### src/rtl/branch_predictor.sv
// branch_predictor: direct-mapped BTB with 2-bit counters, EX-stage training, redirect and statistics
module branch_predictor #(
    parameter int IDX_W = 6
) (
    input  logic        clk,
    input  logic        rst_n,
    input  logic [31:0] if_pc,
    output logic        pred_taken,
    output logic [31:0] pred_target,
    input  logic        ex_valid,
    input  logic [31:0] ex_pc,
    input  logic        ex_br,
    input  logic [31:0] ex_target,
    input  logic        ex_pred_taken,
    input  logic [31:0] ex_pred_target,
    output logic        mispredict,
    output logic [31:0] redirect_pc,
    output logic [31:0] br_total,
    output logic [31:0] br_miss
);
    localparam int ENTRIES = 1 << IDX_W;
    localparam int TAG_W = 30 - IDX_W;

    logic             valid  [ENTRIES];
    logic [1:0]       ctr    [ENTRIES];
    logic [TAG_W-1:0] tag    [ENTRIES];
    logic [31:0]      target [ENTRIES];

    logic [IDX_W-1:0] if_idx, ex_idx;
    logic [TAG_W-1:0] if_tag, ex_tag;
    logic             ex_hit;
    logic [1:0]       ex_ctr, ctr_nxt;

    assign if_idx = if_pc[IDX_W+1:2];
    assign if_tag = if_pc[31:IDX_W+2];
    assign ex_idx = ex_pc[IDX_W+1:2];
    assign ex_tag = ex_pc[31:IDX_W+2];

    // IF lookup and EX resolution are both purely combinational; state only changes on the edge
    always_comb begin
        pred_taken  = valid[if_idx] && tag[if_idx] == if_tag && ctr[if_idx][1];
        pred_target = pred_taken ? target[if_idx] : if_pc + 32'd4;
        mispredict  = ex_valid && (ex_br ? (!ex_pred_taken || ex_pred_target != ex_target) : ex_pred_taken);
        redirect_pc = ex_br ? ex_target : ex_pc + 32'd4;
        ex_hit      = valid[ex_idx] && tag[ex_idx] == ex_tag;
        ex_ctr      = ctr[ex_idx];
        ctr_nxt     = ex_br ? (&ex_ctr ? ex_ctr : ex_ctr + 2'd1) : (|ex_ctr ? ex_ctr - 2'd1 : ex_ctr);
    end

    // Valid bits, counters and statistics: async reset wipes predictions and stats
    always_ff @(posedge clk or negedge rst_n) begin
        if (!rst_n) begin
            for (int i = 0; i < ENTRIES; i++) begin
                valid[i] <= 1'b0;
                ctr[i]   <= 2'b01;
            end
            br_total <= '0;
            br_miss  <= '0;
        end else if (ex_valid) begin
            br_total <= br_total + 32'd1;
            if (mispredict) br_miss <= br_miss + 32'd1;
            if (ex_hit) ctr[ex_idx] <= ctr_nxt;
            else if (ex_br) begin
                valid[ex_idx] <= 1'b1;
                ctr[ex_idx]   <= 2'b10;
            end
        end
    end

    // Tag/target payload needs no reset since valid gates every use; an edge under reset is still dropped
    always_ff @(posedge clk) begin
        if (rst_n && ex_valid && ex_br) begin
            tag[ex_idx]    <= ex_tag;
            target[ex_idx] <= ex_target;
        end
    end
endmodule

### config.mk
export PLATFORM = sky130hd
export DESIGN_NAME = branch_predictor
export DESIGN_NICKNAME = d
export VERILOG_FILES = /design/src/rtl/branch_predictor.sv
export SDC_FILE = /design/constraint.sdc
export NUM_CORES = 2
export LEC_CHECK = 0
export BUFFER_PORTS_ARGS = -buffer_cell sky130_fd_sc_hd__buf_2
export CORE_UTILIZATION = 60
export CTS_CLUSTER_SIZE = 8
export DETAILED_ROUTE_END_ITERATION = 7
export PLACE_DENSITY = 0.77
export SLEW_MARGIN = 5
export SYNTH_ARGS = -nofsm -noshare
export SYNTH_HDL_FRONTEND = slang
export SYNTH_SLANG_ARGS = --single-unit
### constraint.sdc
create_clock -name clk -period 4.35 [get_ports clk]
set_input_delay 0 -clock clk [delete_from_list [all_inputs] [get_ports clk]]
set_output_delay 0 -clock clk [all_outputs]
set_load 0.05 [all_outputs]
==> impl_metrics.csv <==
group,metric,value,unit
synth,yosys_register_bits,3840,
cts,root_buffer,"clkbuf_16",
synth,synth-compound-area-share,3.911,%
cts,clockBufferDepth,4,
timing,worst_slew_pin_slew,1534,ps
placed_design,io_buffer_count,262,
cells_and_area,num-fill-cells,15380,
setup_path,crit_slowest_cell,"mux4_2",
detailed_routing,wl_per_cell,48.37,um
die,pin_count,263,
synth,synth.distinct_cells,82,
setup_path,worst-setup-path-type,"register to output pin",
grt,grt_usage,44.85,%
pwr,powerDensity,453.9,mW/mm^2
cts,insertion_delay,1070,ps
die,num_rows,191,
cells_and_area,synthToLayoutAreaGrowth,17.87,%
pwr,pwr-share-seq,46.8,%
detailed_routing,ant_nets,0,
die,initial_core_util,60.42,%
die,die_x,524.4,um
synth,async_flop_share,6.667,%
detailed_routing,drt-total-wl,624.1,mm
grt,grt_pass1_vias,102600,
pwr,switching_share,24.25,%
die,coreArea,0.2710,mm^2
status,outcome,"finished with violations",
timing,rsz0062_at_grt,"true",
timing,max-slew-margin-rel,-3.213,%
cells_and_area,fin_util,71.22,%
placed_design,place_ws,-234.7,ps
synth,yosys_warnings,0,
synth,synth_xor_area_share,1.016,%
pwr,power_frac_clock,45.1,%
synth,synth_edf_count,3584,
die,die-height,524.4,um
timing,hold_viol,0,
detailed_routing,firstDrtPassIters,7,
detailed_routing,routed_via_density,8.164,
cells_and_area,mostFrequentLayoutCells,"edfxtp_1, mux4_2, clkbuf_16",
synth,synth-simple-area-share,2.357,%
status,violations,"max-capacitance violations, max-slew violations, negative setup slack",
timing,holdWs,26.98,ps
grt,gr-total-overflow,0,
timing,timing.fmax,198.8,MHz
setup_path,startpoint_type,"register",
synth,synth-main-ff-cell,"edfxtp_1",
setup_path,cp_data_arrival_time,5030,ps
grt,grt_pass1_wl,837.5,mm
synth,yosysSeqAreaShare,69.69,%
timing,slew_violations,2,
cells_and_area,drive_gt1_share,36.06,%
detailed_routing,drt_iter0_drc,21300,
grt,antenna_found_initial,50,
pwr,power_leakage,63.79,nW
timing,period_minus_slack,5029,ps
setup_path,worstPathRequired,4350,ps
grt,grt_max_degree,169,
job,maxCapViolations,1,
timing,worst_slack,-679.5,ps
die,dieArea,0.2750,mm^2
synth,yosys.area_share.adder,0.03056,%
detailed_routing,remaining_drc_errors,0,
setup_path,crit_chain,"mux4_2 -> mux4_2 -> mux4_2 -> xnor2_2 -> nand4_1 -> nor3_2 -> nand4_1 -> buf_6 -> buf_12 -> buf_16 -> nor2_4 -> a21oi_4 -> buf_6",
synth,syn_avg_cell_area,20.12,um^2
synth,synth_top_family_by_area,"multiplexers",
cts,cts_sinks,3840,
placed_design,placed_cell_area,0.1757,mm^2
placed_design,gp_congestion,0.9734,
pwr,p_sw,21.25,mW
cells_and_area,nNetsFinal,9300,
detailed_routing,vias,105300,
cts,clk_pin_slew_worst_paths,50,ps
pwr,p_total,87.61,mW
pwr,ir_drop,0.5324,mV
synth,syn_inst,8137,
setup_path,crit_fanout,6,
placed_design,dp_hpwl,336.6,mm
timing,fin_crit_sh,115.6,%
cells_and_area,multi_input_area,0.04820,mm^2
cells_and_area,design_area,0.1930,mm^2
setup_path,cp_top_family,"multiplexers",
cts,cts_tree,"yes",
cts,cts_htree_levels,6,
setup_path,max_stage_delay,750,ps
setup_path,crit_path_end_kind,"output pin",
synth,synthMuxAreaShare,21.32,%
setup_path,path_buf_inv,4,
cells_and_area,seqCellArea,0.1141,mm^2
synth,syn_nets,8274,
min_path,hp-class,"input pin to async pin",
timing,setup_viol,39,
setup_path,cp_common_cell,"mux4_2",
cts,cts_buffers,551,
pwr,p_comb_share,8.1,%
pwr,internal_power,66.36,mW
setup_path,crit_cells,13,
cells_and_area,layout_commonest_cell,"edfxtp_1",
setup_path,r2r_cells,13,
synth,syn_area,0.1637,mm^2
timing,timing.clock.skew,57.79,ps
[power groups by stage]
| stage | clock, mW | sequential (mW) | combinational (mW) |
|---|---|---|---|
| floorplan | 0 | 41.8 | 3.33 |
| global placement | 0 | 41.7 | 6.36 |
| detailed placement | 0 | 41.7 | 6.48 |
| CTS | 39.1 | 41.0 | 6.71 |
| global route | 40.7 | 41.0 | 7.11 |
| finish | 39.5 | 41.0 | 7.08 |
[synth_stat cells, drive strengths merged, types with 16 or more instances]
library cell	instances	area, um^2
a31o	54	473.0
nor2b	29	188.9
mux2i	325	3253
nand3	144	720.7
nor4	24	156.4
and3	33	206.5
o221ai	18	157.7
buf	299	1580
o22a	22	192.7
clkbuf	288	1081
a21oi	117	596.8
inv	20	75.07
dfrtp	192	4805
xor2	90	788.3
o211ai	19	142.6
o21ai	136	684.4
a22oi	79	593.1
a221o	29	290.3
nand3b	35	262.8
o2bb2ai	16	140.1
mux4	1322	29770
a22o	30	262.8
nor2	188	705.7
o31ai	21	157.7
edfxtp	3584	107600
xnor2	100	875.8
a211oi	30	225.2
nand2	216	810.8
mux2	168	1892
nand4	29	181.4
dfstp	64	1682
o22ai	127	794.5
nor3	22	110.1
a221oi	109	954.7
[kinds of logic after synthesis]
logic type	after synthesis
AND/OR/NAND/NOR	788
buffers and inverters	608
adder cells (fa/ha/maj)	4
multiplexers	1815
flip-flops	3840
XOR/XNOR	190
AO/OA/AOI/OAI	892
[tightest hold or removal path, cell delays in order]
cell	delay (ps)
dlygate4sd3_1	520
dlygate4sd3_1	590
buf_8	110
buf_12	230
[area by class of cell]
class,instances,share of cell area (%)
Inverter,21,0.04862
Tap cell,3570,2.314
Antenna cell,54,0.07001
Clock inverter,55,0.5530
Timing Repair Buffer,1060,5.590
Clock buffer,613,7.330
Multi-Input combinational cell,3689,24.97
Sequential cell,3840,59.12
[repair_timing]
action                                  in CTS  in global routing
hold buffers                                85                  0
setup buffers                                6                  1
endpoints found under the hold margin     3710                  0
cloned                                       3                  3
resized for setup                          136                 66
pin swaps                                   15                 18
endpoints found under the setup margin      33                231
[flip-flops by register name, summed over array words and instances, names as in the netlist]
register and flops:
valid 64, ctr 128, target 2048, br_miss 32
tag 1536, br_total 32
[per-stage QoR]
stage | TNS, ps | instances
final | -19560 | 12900
after global routing | -18160 | 12870
after CTS | -17500 | 12840
after detailed placement | -27190 | 12090
after global placement | -32100 | 12090
after floorplan | -869180 | 8137
[worst paths after layout]
check	startpoint	to	slack (ps)
worst min register to register	ctr[100]	ctr[100]	470
worst max register to register	tag[34][22]	ctr[9]	30
min in group clk	ex_pc[25]	tag[40][17]	60
worst min-delay path	rst_n	br_total[0]	30
max in group asynchronous	rst_n	ctr[105]	2360
worst max-delay path	tag[11][2]	pred_target[13]	-680
[metal layers]
metal  GRT usage [%]  vias to the layer above  share of wire [%]
li1                -                    36500                  -
met3           15.69                     3282                 17
met5               0                        -              0.063
met2           64.96                    12760                 44
met4           36.57                       36                 10
met1           54.93                    52760                 30
(Power assumes the default switching activity.)
